$ cat src/rtl/mppt_state_bank.sv
// mppt_state_bank
// -----------------------------------------------------------------------------
// Multi-channel state/flag register bank for the MPPT tracking FSMs, one
// channel per panel string. Each channel registers its FSM state and flags,
// remembers the state held before the last change, pulses chg after a change,
// counts falling edges since the last change (dwell) and runs a stall watchdog
// that forces the channel back to INIT_STATE.
//
// All storage updates on the FALLING edge of clk; rst is synchronous and
// active-high and is sampled on that same edge.
//
// Ports
//   clk         clock (storage updates on falling edge)
//   rst         synchronous active-high reset, all channels
//   ld[N]       per-channel load enable
//   clr[N]      per-channel synchronous clear
//   nstate      next state, channel i at [i*SW +: SW]
//   flag_i      flag inputs, channel i at [i*FW +: FW]
//   state       current state
//   prev_state  state held before the last change
//   flag_o      registered flags
//   chg[N]      one-cycle pulse after a state change
//   dwell       saturating edges-since-last-change, channel i at [i*DW +: DW]
//   wdt[N]      sticky watchdog-expired indication
// -----------------------------------------------------------------------------

// Per-channel slice. Instantiated N times by mppt_state_bank.
//   Inputs : clk, rst, ld, clr, nstate[SW], flag_i[FW]
//   Outputs: state[SW], prev_state[SW], flag_o[FW], chg, dwell[DW], wdt
module mppt_state_chan #(
    parameter int SW          = 3,
    parameter int FW          = 2,
    parameter int DW          = 8,
    parameter int TIMEOUT     = 200,
    parameter int INIT_STATE  = 0,
    parameter int FLAG_STICKY = 0
) (
    input  logic          clk,
    input  logic          rst,
    input  logic          ld,
    input  logic          clr,
    input  logic [SW-1:0] nstate,
    input  logic [FW-1:0] flag_i,
    output logic [SW-1:0] state,
    output logic [SW-1:0] prev_state,
    output logic [FW-1:0] flag_o,
    output logic          chg,
    output logic [DW-1:0] dwell,
    output logic          wdt
);
    localparam logic [SW-1:0] INIT     = SW'(INIT_STATE);
    localparam logic [DW-1:0] TO       = DW'(TIMEOUT);
    localparam logic [DW-1:0] DWELL_MX = '1;
    localparam bit            WDT_ON   = (TIMEOUT != 0);
    localparam bit            STICKY   = (FLAG_STICKY != 0);

    logic          change;
    logic          expire;
    logic [DW-1:0] dwell_inc;
    logic [FW-1:0] flag_nxt;

    // A real transition is the only thing that counts as progress; a load of
    // the same state does not rescue a stalled channel from the watchdog.
    assign change    = ld && (nstate != state);
    assign expire    = WDT_ON && (dwell == TO) && !change;

    // Counter sticks at all-ones instead of wrapping.
    assign dwell_inc = (dwell == DWELL_MX) ? dwell : dwell + 1'b1;

    assign flag_nxt  = STICKY ? (flag_o | flag_i) : flag_i;

    always_ff @(negedge clk) begin
        if (rst || clr) begin
            state      <= INIT;
            prev_state <= INIT;
            flag_o     <= '0;
            chg        <= 1'b0;
            dwell      <= '0;
            wdt        <= 1'b0;
        end else if (expire) begin
            // Forced return to INIT. Flags and ld are ignored on this edge;
            // chg only fires if the state actually moves.
            state      <= INIT;
            prev_state <= state;
            chg        <= (state != INIT);
            dwell      <= '0;
            wdt        <= 1'b1;
        end else if (change) begin
            state      <= nstate;
            prev_state <= state;
            flag_o     <= flag_nxt;
            chg        <= 1'b1;
            dwell      <= '0;
        end else begin
            // Same-state load still refreshes flags; plain hold does not.
            if (ld) flag_o <= flag_nxt;
            chg        <= 1'b0;
            dwell      <= dwell_inc;
        end
    end
endmodule

module mppt_state_bank #(
    parameter int N           = 2,
    parameter int SW          = 3,
    parameter int FW          = 2,
    parameter int DW          = 8,
    parameter int TIMEOUT     = 200,
    parameter int INIT_STATE  = 0,
    parameter int FLAG_STICKY = 0
) (
    input  logic            clk,
    input  logic            rst,
    input  logic [N-1:0]    ld,
    input  logic [N-1:0]    clr,
    input  logic [N*SW-1:0] nstate,
    input  logic [N*FW-1:0] flag_i,
    output logic [N*SW-1:0] state,
    output logic [N*SW-1:0] prev_state,
    output logic [N*FW-1:0] flag_o,
    output logic [N-1:0]    chg,
    output logic [N*DW-1:0] dwell,
    output logic [N-1:0]    wdt
);
    // Channels share nothing but clk and rst.
    for (genvar i = 0; i < N; i++) begin : g_ch
        mppt_state_chan #(
            .SW          (SW),
            .FW          (FW),
            .DW          (DW),
            .TIMEOUT     (TIMEOUT),
            .INIT_STATE  (INIT_STATE),
            .FLAG_STICKY (FLAG_STICKY)
        ) u_ch (
            .clk        (clk),
            .rst        (rst),
            .ld         (ld[i]),
            .clr        (clr[i]),
            .nstate     (nstate[i*SW +: SW]),
            .flag_i     (flag_i[i*FW +: FW]),
            .state      (state[i*SW +: SW]),
            .prev_state (prev_state[i*SW +: SW]),
            .flag_o     (flag_o[i*FW +: FW]),
            .chg        (chg[i]),
            .dwell      (dwell[i*DW +: DW]),
            .wdt        (wdt[i])
        );
    end
endmodule

$ cat config.mk
export PLATFORM = sky130hd
export DESIGN_NAME = mppt_state_bank
export DESIGN_NICKNAME = d
export VERILOG_FILES = /design/src/rtl/mppt_state_bank.sv
export SDC_FILE = /design/constraint.sdc
export NUM_CORES = 1
export LEC_CHECK = 0
export CORE_ASPECT_RATIO = 1.75
export CORE_MARGIN = 2
export CORE_UTILIZATION = 47
export CTS_CLUSTER_DIAMETER = 60
export DETAILED_ROUTE_END_ITERATION = 6
export GPL_TIMING_DRIVEN = 0
export PLACE_DENSITY = 0.89
export RECOVER_POWER = 100
export SYNTH_ARGS = -nofsm -noshare
export SYNTH_HDL_FRONTEND = slang
export SYNTH_SLANG_ARGS = --single-unit
$ cat constraint.sdc
create_clock -name clk -period 2.75 [get_ports clk]
set_clock_uncertainty 0.15 [all_clocks]
set_input_delay 0.275 -clock clk [delete_from_list [all_inputs] [get_ports clk]]
set_output_delay 0.275 -clock clk [all_outputs]
set_load 0.005 [all_outputs]
; ---- Word-level counts from Yosys, hierarchy flattened
; Cells that the tools add are included.
[classes]
add_sub_neg = 2
eq_ne = 6
n_mux = 12
n_bitwise = 2
reduce_logical = 20
[op_table]
columns = operator, n
row1 = $eq 8x8->1 const B, 4
row2 = $add 8x1->8 const B, 2
row3 = $mux 3, 4
row4 = $mux 2, 4
row5 = $reduce_bool 2->1, 4
row6 = $ne 3x3->1, 2
row7 = $reduce_bool 3->1, 2
row8 = $reduce_or 3->1, 2
row9 = $logic_and 1x1->1, 4
row10 = $mux 1, 4
row11 = $reduce_and 2->1, 2
row12 = $reduce_or 2->1, 2
row13 = $logic_not 1->1, 2
row14 = $logic_or 1x1->1, 2
row15 = $not 1->1, 2
[word_totals]
ff_bits = 36
inputBits = 16
out_inout_bits = 36
wordCells = 54

; ---- Logic depth before layout (Yosys ltp)
; Gate-level depths: netlist of run 1.
[depth]
depth_word = 6
depth_mapped = 7
ltp_nobuf = 6

; ---- Hierarchy
; Synthesis of run 1 repeated with hierarchy kept, for this count alone.
[unflattened]
cells_unflattened = 206
hier_area_um2 = 1771.7
[modules_own_cells]
columns = module, n_inst, cells_per_inst, area_each_um2
row1 = mppt_state_chan, 2, 103, 885.8

==> results of run 1 <==
metal layers:
metal,track usage,wire (µm),vias to the layer above
li1,-,-,1008
met1,0.258,2300,1021
met2,0.450,3380,89
met3,0.0871,274,16
met4,0.123,159,0
met5,0,0,-
metrics by stage:
| step | cells | setup TNS (ns) | hold slack, ns | worst slack (ns) | power (mW) |
|---|---|---|---|---|---|
| global route | 372 | -0.276 | 0.345 | -0.0391 | 1.57 |
| CTS | 355 | -0.00412 | 0.308 | -0.00412 | 1.46 |
| global placement | 301 | -20.03 | 0.301 | -0.776 | 0.749 |
| finish | 372 | 0 | 0.319 | 0.00164 | 1.49 |
| detailed placement | 301 | -21.05 | 0.306 | -0.783 | 0.753 |
| floorplan | 204 | 0 | 0.288 | 0.0550 | 0.692 |
synth_stat cells:
cell	count	share of area
nand3_1	10	0.028
nor4bb_1	1	0.0055
o31ai_1	1	0.0042
or2_2	2	0.0069
and2_1	3	0.010
nand4b_1	1	0.0048
and4b_1	1	0.0055
ha_1	4	0.028
xor2_1	2	0.0097
o21ai_0	5	0.014
mux2i_1	5	0.028
xnor2_1	10	0.048
inv_1	8	0.017
o221ai_1	2	0.0097
or4b_1	1	0.0055
dfxtp_1	36	0.40
nor2_1	18	0.037
and3_1	8	0.028
nor4b_2	1	0.0083
a211oi_1	2	0.0083
nand4_1	7	0.024
buf_1	1	0.0021
nand2_1	14	0.029
o211ai_1	2	0.0083
a21oi_1	9	0.025
nor3_1	8	0.022
buf_4	4	0.017
nor4_1	2	0.0069
a41o_1	4	0.022
clkbuf_1	3	0.0062
nor4b_1	1	0.0048
a31oi_1	10	0.035
a41oi_1	3	0.015
buf_2	2	0.0055
a311oi_1	1	0.0048
or4bb_1	2	0.012
and4_1	6	0.029
a31o_2	3	0.015
nand4b_4	1	0.013
kinds of logic after synthesis:
group	count (synthesis)
compound gates	42
xor+xnor	12
fa+ha+maj	4
buf+inv	18
flops	36
mux	5
simple gates	87
cells in the final DEF, fill, tap and decap left out, types with 5 or more instances in the layout:
cell type,count
a21oi_1,8
buf_4,33
mux2i_1,5
nand2_1,13
dfxtp_2,7
clkdlybuf4s15_1,17
and3_1,7
nor3_1,7
a31oi_1,8
nand3_1,8
clkbuf_8,5
dfxtp_4,19
nor2_1,15
inv_1,42
nand4_1,7
dfxtp_1,10
and4_1,6
o21ai_0,5
clkbuf_2,7
dlygate4sd2_1,12
buf_2,8
cell type report:
type	instances	area, µm²	area share
multi-input combinational	150	1180	0.389
buffer	10	58.8	0.0193
inverter	7	26.3	0.00863
tap	46	57.6	0.0189
clock buffer	5	68.8	0.0226
timing repair buffer	79	649	0.213
sequential	36	801	0.263
clock inverter	39	200	0.0657
power by group through the flow:
stage               sequential, mW  clock, mW  combinational [mW]
floorplan                    0.553     0.0822              0.0570
global placement             0.553     0.0822               0.113
detailed placement           0.554     0.0822               0.116
CTS                          0.530      0.792               0.133
global route                 0.530      0.872               0.170
finish                       0.530      0.796               0.159
sequential cells by signal, indices dropped and copies added (netlist names):
register              flops
g_ch.u_ch.chg             2
g_ch.u_ch.dwell          16
g_ch.u_ch.flag_o          4
g_ch.u_ch.prev_state      6
g_ch.u_ch.state           6
g_ch.u_ch.wdt             2
worst paths after layout:
check	cells past startpoint	slack, ns	to
min	2	0.32	g_ch[1].u_ch.prev_state[2]
max reg2reg	6	0.59	g_ch[0].u_ch.state[0]
min reg2reg	2	0.32	g_ch[1].u_ch.prev_state[2]
max	1	0.002	dwell[5]
repair_timing:
action / 4_1_cts / 5_1_grt
pin swaps: 9 / 11
gates resized for setup: 140 / 38
setup endpoints to repair: 70 / 50
setup buffers: 11 / 17
==> impl_metrics.env, run 1 <==
export IMPL_status="completed"
export IMPL_routed_via_density=5.74
export IMPL_wire_per_inst_um=16.4
export IMPL_area_growth_pct=68.3
export IMPL_final_layout_size_suffix_gt1_frac=0.347
export IMPL_comb_power_share=0.107
export IMPL_worst_setup_path_end_kind="primary output"
export IMPL_dieArea_um2=4380
export IMPL_synthSimpleGateAreaFrac=0.281
export IMPL_netSwitchingFraction=0.308
export IMPL_avgSynthCellArea_um2=8.87
export IMPL_drt_iter0_markers=65
export IMPL_synth_top_family_by_area="simple AND/OR/NAND/NOR gates"
export IMPL_final_area_um2=3050
export IMPL_clkTransAtPathRegs_ns=0.04
export IMPL_cts_root_buffer="clkbuf_8"
export IMPL_rr_startpoint="g_ch[0].u_ch.dwell[0]"
export IMPL_cts_hold_buf=0
export IMPL_ys_ff_latch=36
export IMPL_ys_types=39
export IMPL_peakVddDrop_v=0.000456
export IMPL_drtPass1Iterations=4
export IMPL_grt_max_degree=12
export IMPL_holdCritStartpoint="g_ch[1].u_ch.prev_state[2]"
export IMPL_cp_arrival_ns=2.32
export IMPL_synthesis_instances=204
export IMPL_clkSinkCount=36
export IMPL_synth_fa_ha_area_frac=0.0277
export IMPL_grt_ovfl_total=0
export IMPL_p_sw_uw=457
export IMPL_synth_net_count=224
export IMPL_cp_max_fo=6
export IMPL_tightest_slew_ns=0.884
export IMPL_yosys_mux_area_fraction=0.0277
export IMPL_core_um2=3660
export IMPL_startpoint="g_ch[0].u_ch.dwell[5]"
export IMPL_pwr_share_clk=0.536
export IMPL_clk_path_buf_depth=2
export IMPL_powerDensity_nw_per_um2=488
export IMPL_syn_area_um2=1810
export IMPL_io_buffers=51
export IMPL_setup_viol=0
export IMPL_critPathMaxStageDelay_ns=0.37
export IMPL_die_w_um=50.9
export IMPL_placementRows=29
export IMPL_cts_tree="yes"
export IMPL_ios=52
export IMPL_fin_util=0.831
export IMPL_pwr_share_seq=0.357
export IMPL_fin_nets=345
export IMPL_path_buf_inv=1
export IMPL_cts_max_level=2
export IMPL_grt_pass1_wl_mm=8.68
export IMPL_ys_warn_count=0
export IMPL_initial_core_util=0.494
export IMPL_grt_pass1_vias=1966
export IMPL_dp_hpwl_mm=3.14
export IMPL_cp_top_family="flip-flops"
export IMPL_drt_antenna_violating_nets=0
export IMPL_antenna_found_initial=0
export IMPL_timing_final_hold_violations=0
export IMPL_die_height_um=86.1
export IMPL_vias=2134
export IMPL_yosysSeqAreaShare=0.398
export IMPL_yosys_area_share_xor_xnor=0.0581
export IMPL_critPathSlowestCell="dfxtp_4"
export IMPL_p_int_mw=1.03
export IMPL_drc=0
export IMPL_required_ns=2.33
export IMPL_grtUsageTotal=0.254
export IMPL_drv_slew=0
export IMPL_start_kind="flop"
export IMPL_max_slew_margin_rel=0.409
export IMPL_worstHoldPathType="flop to flop"
export IMPL_synth_compound_area_frac=0.160
export IMPL_clk_latency_ns=0.38
export IMPL_place_congestion=0.860
export IMPL_max_cap_viol_count=0
export IMPL_path_cells="clkdlybuf4s15_1"
export IMPL_p_leak_nw=1.40
export IMPL_fillers=217
export IMPL_antenna_cells=0
export IMPL_numCtsBuffers=5
export IMPL_placed_cell_area_um2=2400
export IMPL_path_class="flop to primary output"
export IMPL_routed_wl_mm=6.11
Note: power is estimated with default switching activity, not from simulation.
==> inputs of run 2 (changes only) <==
--- a/config.mk
+++ b/config.mk
@@ -5,13 +5,15 @@
 export SDC_FILE = /design/constraint.sdc
 export NUM_CORES = 1
 export LEC_CHECK = 0
+export CELL_PAD_IN_SITES_DETAIL_PLACEMENT = 2
+export CELL_PAD_IN_SITES_GLOBAL_PLACEMENT = 2
 export CORE_ASPECT_RATIO = 1.75
 export CORE_MARGIN = 2
-export CORE_UTILIZATION = 47
+export CORE_UTILIZATION = 27
 export CTS_CLUSTER_DIAMETER = 60
 export DETAILED_ROUTE_END_ITERATION = 6
 export GPL_TIMING_DRIVEN = 0
-export PLACE_DENSITY = 0.89
+export PLACE_DENSITY = 0.88
 export RECOVER_POWER = 100
 export SYNTH_ARGS = -nofsm -noshare
 export SYNTH_HDL_FRONTEND = slang
==> run 2 against run 1 <==
Effect of this change: the flow now finishes with violations (setup timing); via count fell by 0.28%; clock power fell by 2.9%; final cell count increased by 7.8%; combinational power grew 5%; sequential cell count is the same; sequential power hardly changed; design area rose by 1.5%; highest routed layer unchanged.
==> impl_metrics.env, run 2 (synthesized netlist as in run 1, its figures left out) <==
export IMPL_drt_iter0_markers=58
export IMPL_cts_root_buffer="clkbuf_16"
export IMPL_place_congestion=0.799
export IMPL_grt_pass1_vias=2377
export IMPL_io_buffers=51
export IMPL_regMostFlops="g_ch.u_ch.dwell"
export IMPL_violations="setup timing"
export IMPL_initial_core_util=0.279
export IMPL_max_slew_margin_rel=0.459
export IMPL_core_um2=6490
export IMPL_p_leak_nw=1.39
export IMPL_start_kind="primary input"
export IMPL_numCtsBuffers=5
export IMPL_cp_max_fo=3
export IMPL_drv_slew=0
export IMPL_cts_tree="yes"
export IMPL_cts_hold_buf=0
export IMPL_ios=52
export IMPL_timing_final_hold_violations=0
export IMPL_placementRows=39
export IMPL_wire_per_inst_um=19.6
export IMPL_vias=2128
export IMPL_status="finished, violations left"
export IMPL_fillers=713
export IMPL_cts_max_level=2
export IMPL_area_growth_pct=70.8
export IMPL_final_area_um2=3090
export IMPL_dieArea_um2=7400
export IMPL_routed_via_density=5.31
export IMPL_clkTransAtPathRegs_ns=0.07
export IMPL_path_cells="clkdlybuf4s15_1 > xnor2_2 > buf_4 > buf_4 > a31oi_1 > a41oi_1 > o221ai_1"
export IMPL_holdWs_ns=0.320
export IMPL_rsz0062_at_grt="yes"
export IMPL_worst_setup_path_end_kind="flop"
export IMPL_reg_top3="g_ch.u_ch.dwell x16, g_ch.u_ch.prev_state x6, g_ch.u_ch.state x6"
export IMPL_cp_arrival_ns=1.52
export IMPL_drtPass1Iterations=4
export IMPL_die_height_um=112
export IMPL_max_cap_viol_count=0
export IMPL_final_layout_size_suffix_gt1_frac=0.354
export IMPL_powerDensity_nw_per_um2=476
export IMPL_worstHoldPathType="flop to flop"
export IMPL_required_ns=1.46
export IMPL_grt_pass1_wl_mm=11.6
export IMPL_largest_register_ffs=16
export IMPL_peakVddDrop_v=0.000309
export IMPL_clkSinkCount=36
export IMPL_drt_antenna_violating_nets=0
export IMPL_drc=0
export IMPL_setup_viol=9
export IMPL_antenna_cells=0
export IMPL_layout_common_cells="41 x inv_1, 28 x buf_4, 22 x clkdlybuf4s15_1"
export IMPL_grt_max_degree=11
export IMPL_die_w_um=65.9
export IMPL_critPathSlowestCell="clkdlybuf4s15_1"
export IMPL_fin_ws_ns=-0.0604
export IMPL_dp_hpwl_mm=4.15
export IMPL_tightest_slew_ns=0.809
export IMPL_cpMostUsedCell="buf_4"
export IMPL_path_class="primary input to flop"
export IMPL_clk_path_buf_depth=2
export IMPL_clk_latency_ns=0.37
export IMPL_antenna_found_initial=0
export IMPL_grt_ovfl_total=0
export IMPL_placed_cell_area_um2=2440
export IMPL_routed_wl_mm=7.87
export IMPL_grtUsageTotal=0.201
export IMPL_fin_nets=341
export IMPL_critPathMaxStageDelay_ns=0.24
export IMPL_layout_commonest_cell="inv_1"
==> run 2: per-layer routing <==
metal,GRT usage,up-vias,part of all wire
met1,0.197,1058,0.36
li1,-,996,-
met4,0.0931,0,0.019
met3,0.0671,16,0.032
met5,0,-,0
met2,0.367,58,0.59
==> run 2: path summary, 6_finish.rpt <==
kind                                    from                         end  slack, ns  cells after the start
hold reg to reg   g_ch[1].u_ch.prev_state[1]  g_ch[1].u_ch.prev_state[1]       0.32                      2
setup / recovery                   nstate[4]      g_ch[1].u_ch.flag_o[0]      -0.06                      7
hold / removal    g_ch[1].u_ch.prev_state[1]  g_ch[1].u_ch.prev_state[1]       0.32                      2
setup reg to reg       g_ch[0].u_ch.dwell[1]       g_ch[0].u_ch.state[2]       0.45                      7
==> run 2: worst max-delay path: cells and delay by family <==
kind | cells | cell delay [ns]
xor gates and xnor gates | 1 | 0.18
buffers and inverters | 3 | 0.53
AOI/OAI and AO/OA | 3 | 0.52
==> run 2: layout make-up <==
cell class | count | area, µm² | area share
clock buffer | 5 | 125 | 0.0405
multi-input combinational | 150 | 1210 | 0.391
timing repair buffer | 75 | 624 | 0.202
sequential | 36 | 811 | 0.262
buffer | 10 | 58.8 | 0.0190
inverter | 7 | 26.3 | 0.00850
clock inverter | 36 | 135 | 0.0437
tap | 82 | 103 | 0.0332
==> run 2: report_power, final <==
part / total, mW / internal, mW / switching (mW) / leakage [nW]
combinational: 0.167 / 0.0789 / 0.0883 / 0.822
clock: 0.773 / 0.392 / 0.381 / 0.253
sequential: 0.531 / 0.520 / 0.0110 / 0.312
total: 1.47 / 0.991 / 0.480 / 1.39
==> run 2: metrics by stage <==
stage | utilization | instances | setup WS, ns | total power, mW | setup TNS, ns
floorplan | - | 204 | 0.0550 | 0.692 | 0
global placement | 0.377 | 337 | -0.856 | 0.754 | -23.07
detailed placement | 0.377 | 337 | -0.890 | 0.758 | -23.71
CTS | 0.460 | 396 | 0.000677 | 1.47 | 0
global route | 0.476 | 401 | -0.0734 | 1.59 | -0.458
finish | 0.476 | 401 | -0.0604 | 1.47 | -0.147
==> run 2: timing repair <==
| item | 4_1_cts | 5_1_grt |
|---|---|---|
| pin swaps | 7 | 3 |
| resized for setup | 152 | 41 |
| setup endpoints to repair | 71 | 30 |
| buffers inserted | 19 | 5 |
| gates cloned | 0 | 0 |
==> RTL change (flow settings as in run 1) <==
`FW` is set to 2 in 2 places; all go to 4.
--- a/src/rtl/mppt_state_bank.sv
+++ b/src/rtl/mppt_state_bank.sv
@@ -29,7 +29,7 @@
 //   Outputs: state[SW], prev_state[SW], flag_o[FW], chg, dwell[DW], wdt
 module mppt_state_chan #(
     parameter int SW          = 3,
-    parameter int FW          = 2,
+    parameter int FW          = 4,
     parameter int DW          = 8,
     parameter int TIMEOUT     = 200,
     parameter int INIT_STATE  = 0,
@@ -103,7 +103,7 @@
 module mppt_state_bank #(
     parameter int N           = 2,
     parameter int SW          = 3,
-    parameter int FW          = 2,
+    parameter int FW          = 4,
     parameter int DW          = 8,
     parameter int TIMEOUT     = 200,
     parameter int INIT_STATE  = 0,
Interface: changed (resized flag_i and flag_o); port bits go from 52 to 60. The function was not compared with the original's and may differ.
==> RTL change against run 1 <==
- synthesized cell count grew 22%
- setup slack gained 14 ps
- wire length increased by 4.7%
- sequential cell count increased by 4
- first-iteration DRC count fell by 9.2%
- design area increased by 3.4%
- largest cell class unchanged
- worst hold slack got worse by 5.8 ps
- total power shrank 5.0%
- non-clock buffer count is 4 higher
- utilization fell by 7.9 points
- largest power group unchanged
- area after synthesis grew 14%
- critical endpoint is now state[5]
- sequential share of layout area increased by 0.36 points
- critical path type unchanged
==> RTL change: results <==
export IMPL_outcome="completed"
export IMPL_drive_above_1_share_pct=25.8
export IMPL_hpwlAfterDp_um=3590
export IMPL_power_leakage_nw=1.42
export IMPL_power_switching_mw=0.482
export IMPL_crit_path_top_delay_cell="dfxtp_4"
export IMPL_largestRegisters="g_ch.u_ch.dwell x16, g_ch.u_ch.flag_o x8"
export IMPL_peakVddDrop_mv=0.592
export IMPL_synth_seq_area_share_pct=38.8
export IMPL_synthTopCellsByArea="dfxtp_1, and3_1, a21oi_1"
export IMPL_critical_path_max_stage_delay_ps=370
export IMPL_cp_data_arrival_time_ps=2310
export IMPL_grt_usage_pct=26.8
export IMPL_async_reset_ff_share_pct=0
export IMPL_place_gp_congestion=0.766
export IMPL_wl_um=6400
export IMPL_r2r_end="g_ch[0].u_ch.prev_state[0]"
export IMPL_cp_max_fo=4
export IMPL_synth_fa_ha_area_share_pct=2.43
export IMPL_yosys_area_share_xor_xnor_pct=4.24
export IMPL_crit_family="flip-flops"
export IMPL_synth_cell_type_count=37
export IMPL_worstSkewPairLatency_ps=380
export IMPL_critPathLaunch="g_ch[1].u_ch.state[2]"
export IMPL_synthMuxAreaShare_pct=1.46
export IMPL_grt_pass1_wl_um=10100
export IMPL_hold_class="reg2reg"
export IMPL_vias_per_cell=5.78
export IMPL_fillers=326
export IMPL_cts_root_buffer="clkbuf_8"
export IMPL_syn_mean_instance_area_um2=8.29
export IMPL_grt_max_degree=12
export IMPL_nets=396
export IMPL_r2r_start="g_ch[0].u_ch.dwell[0]"
export IMPL_syn_nets=273
export IMPL_r2r_worst_path_cells=8
export IMPL_synth_compound_area_share_pct=18.0
export IMPL_endpoint="state[5]"
export IMPL_dp_cells=357
export IMPL_relSlewSlack_pct=70.9
export IMPL_portBuffers=59
export IMPL_final_cells=421
export IMPL_synthTopCellsByCount="dfxtp_1, nor2_1, nand2_1"
export IMPL_yosys_warnings=0
export IMPL_grt_pass1_vias=2400
export IMPL_r2r_setup_slack_ps=770
export IMPL_drt_initial_drc_count=59
[RTL change: cell types whose count changed after synthesis, moves of 3 or more]
cell,run 1,this run
a21oi_1,9,16
a41oi_1,3,0
and2_1,3,9
and3_1,8,14
and4_1,6,2
buf_2,2,6
dfxtp_1,36,40
nand2_1,14,17
nand3_1,10,16
nand4_1,7,11
o211ai_1,2,9
o21ai_0,5,11
[RTL change: through the flow]
| step | power [mW] | hold WS, ps | setup slack [ps] | cell area [um2] |
|---|---|---|---|---|
| after floorplan | 0.777 | 288 | 38.6 | 2060 |
| after global placement | 0.849 | 301 | -670 | 2720 |
| after detailed placement | 0.853 | 308 | -677 | 2720 |
| after CTS | 1.39 | 306 | 0.195 | 3200 |
| after global routing | 1.51 | 341 | -14.0 | 3150 |
| final | 1.41 | 313 | 15.2 | 3150 |
[RTL change: worst min-delay path by stage]
stage                               start                    endpoint  slack [ps]  cells after the start
6_report                 g_ch[1].u_ch.wdt            g_ch[1].u_ch.wdt         310                      2
5_1_grt                  g_ch[1].u_ch.wdt            g_ch[1].u_ch.wdt         340                      2
4_1_cts                  g_ch[0].u_ch.wdt            g_ch[0].u_ch.wdt         310                      2
3_5_place_dp   g_ch[0].u_ch.prev_state[1]  g_ch[0].u_ch.prev_state[1]         310                      2
3_3_place_gp             g_ch[0].u_ch.wdt            g_ch[0].u_ch.wdt         300                      2
2_1_floorplan            g_ch[0].u_ch.wdt            g_ch[0].u_ch.wdt         290                      2
[RTL change: power by group through the flow]
stage	clock, mW	combinational, mW	sequential [mW]
finish	0.630	0.177	0.605
global route	0.711	0.192	0.605
CTS	0.632	0.166	0.593
detailed placement	0.0909	0.142	0.620
global placement	0.0909	0.139	0.619
floorplan	0.0909	0.0679	0.619
[RTL change: layout make-up]
class	count	share of cell area, %
Buffer	15	3.26
Clock buffer	5	2.19
Clock inverter	42	5.09
Inverter	8	0.954
Multi-Input combinational cell	184	39.8
Sequential cell	40	26.7
Tap cell	49	1.95
Timing Repair Buffer	78	20.1
[RTL change: metal layers]
layer  vias up  wire (um)  global-route usage, %
met5         -          0                      0
met4         0        146                   16.7
li1       1158          -                      -
met2       115       3540                   47.0
met3        15        359                   9.12
met1      1145       2360                   24.9
[RTL change: what timing repair did]
| item | CTS | global route |
|---|---|---|
| gates resized for setup | 144 | 45 |
| setup endpoints to repair | 78 | 46 |
| pin swaps | 9 | 5 |
| setup buffers | 15 | 4 |
| hold endpoints to repair | 0 | 0 |
[RTL change: logic make-up (layout without fill, tap and decap cells)]
kind of cell             after synthesis  after routing
AO/OA/AOI/OAI                         59             59
XOR/XNOR                              10             10
adder cells (fa/ha/maj)                4              4
multiplexers                           3              3
flip-flops                            40             40
buffers and inverters                 25            148
AND/OR/NAND/NOR                      108            108
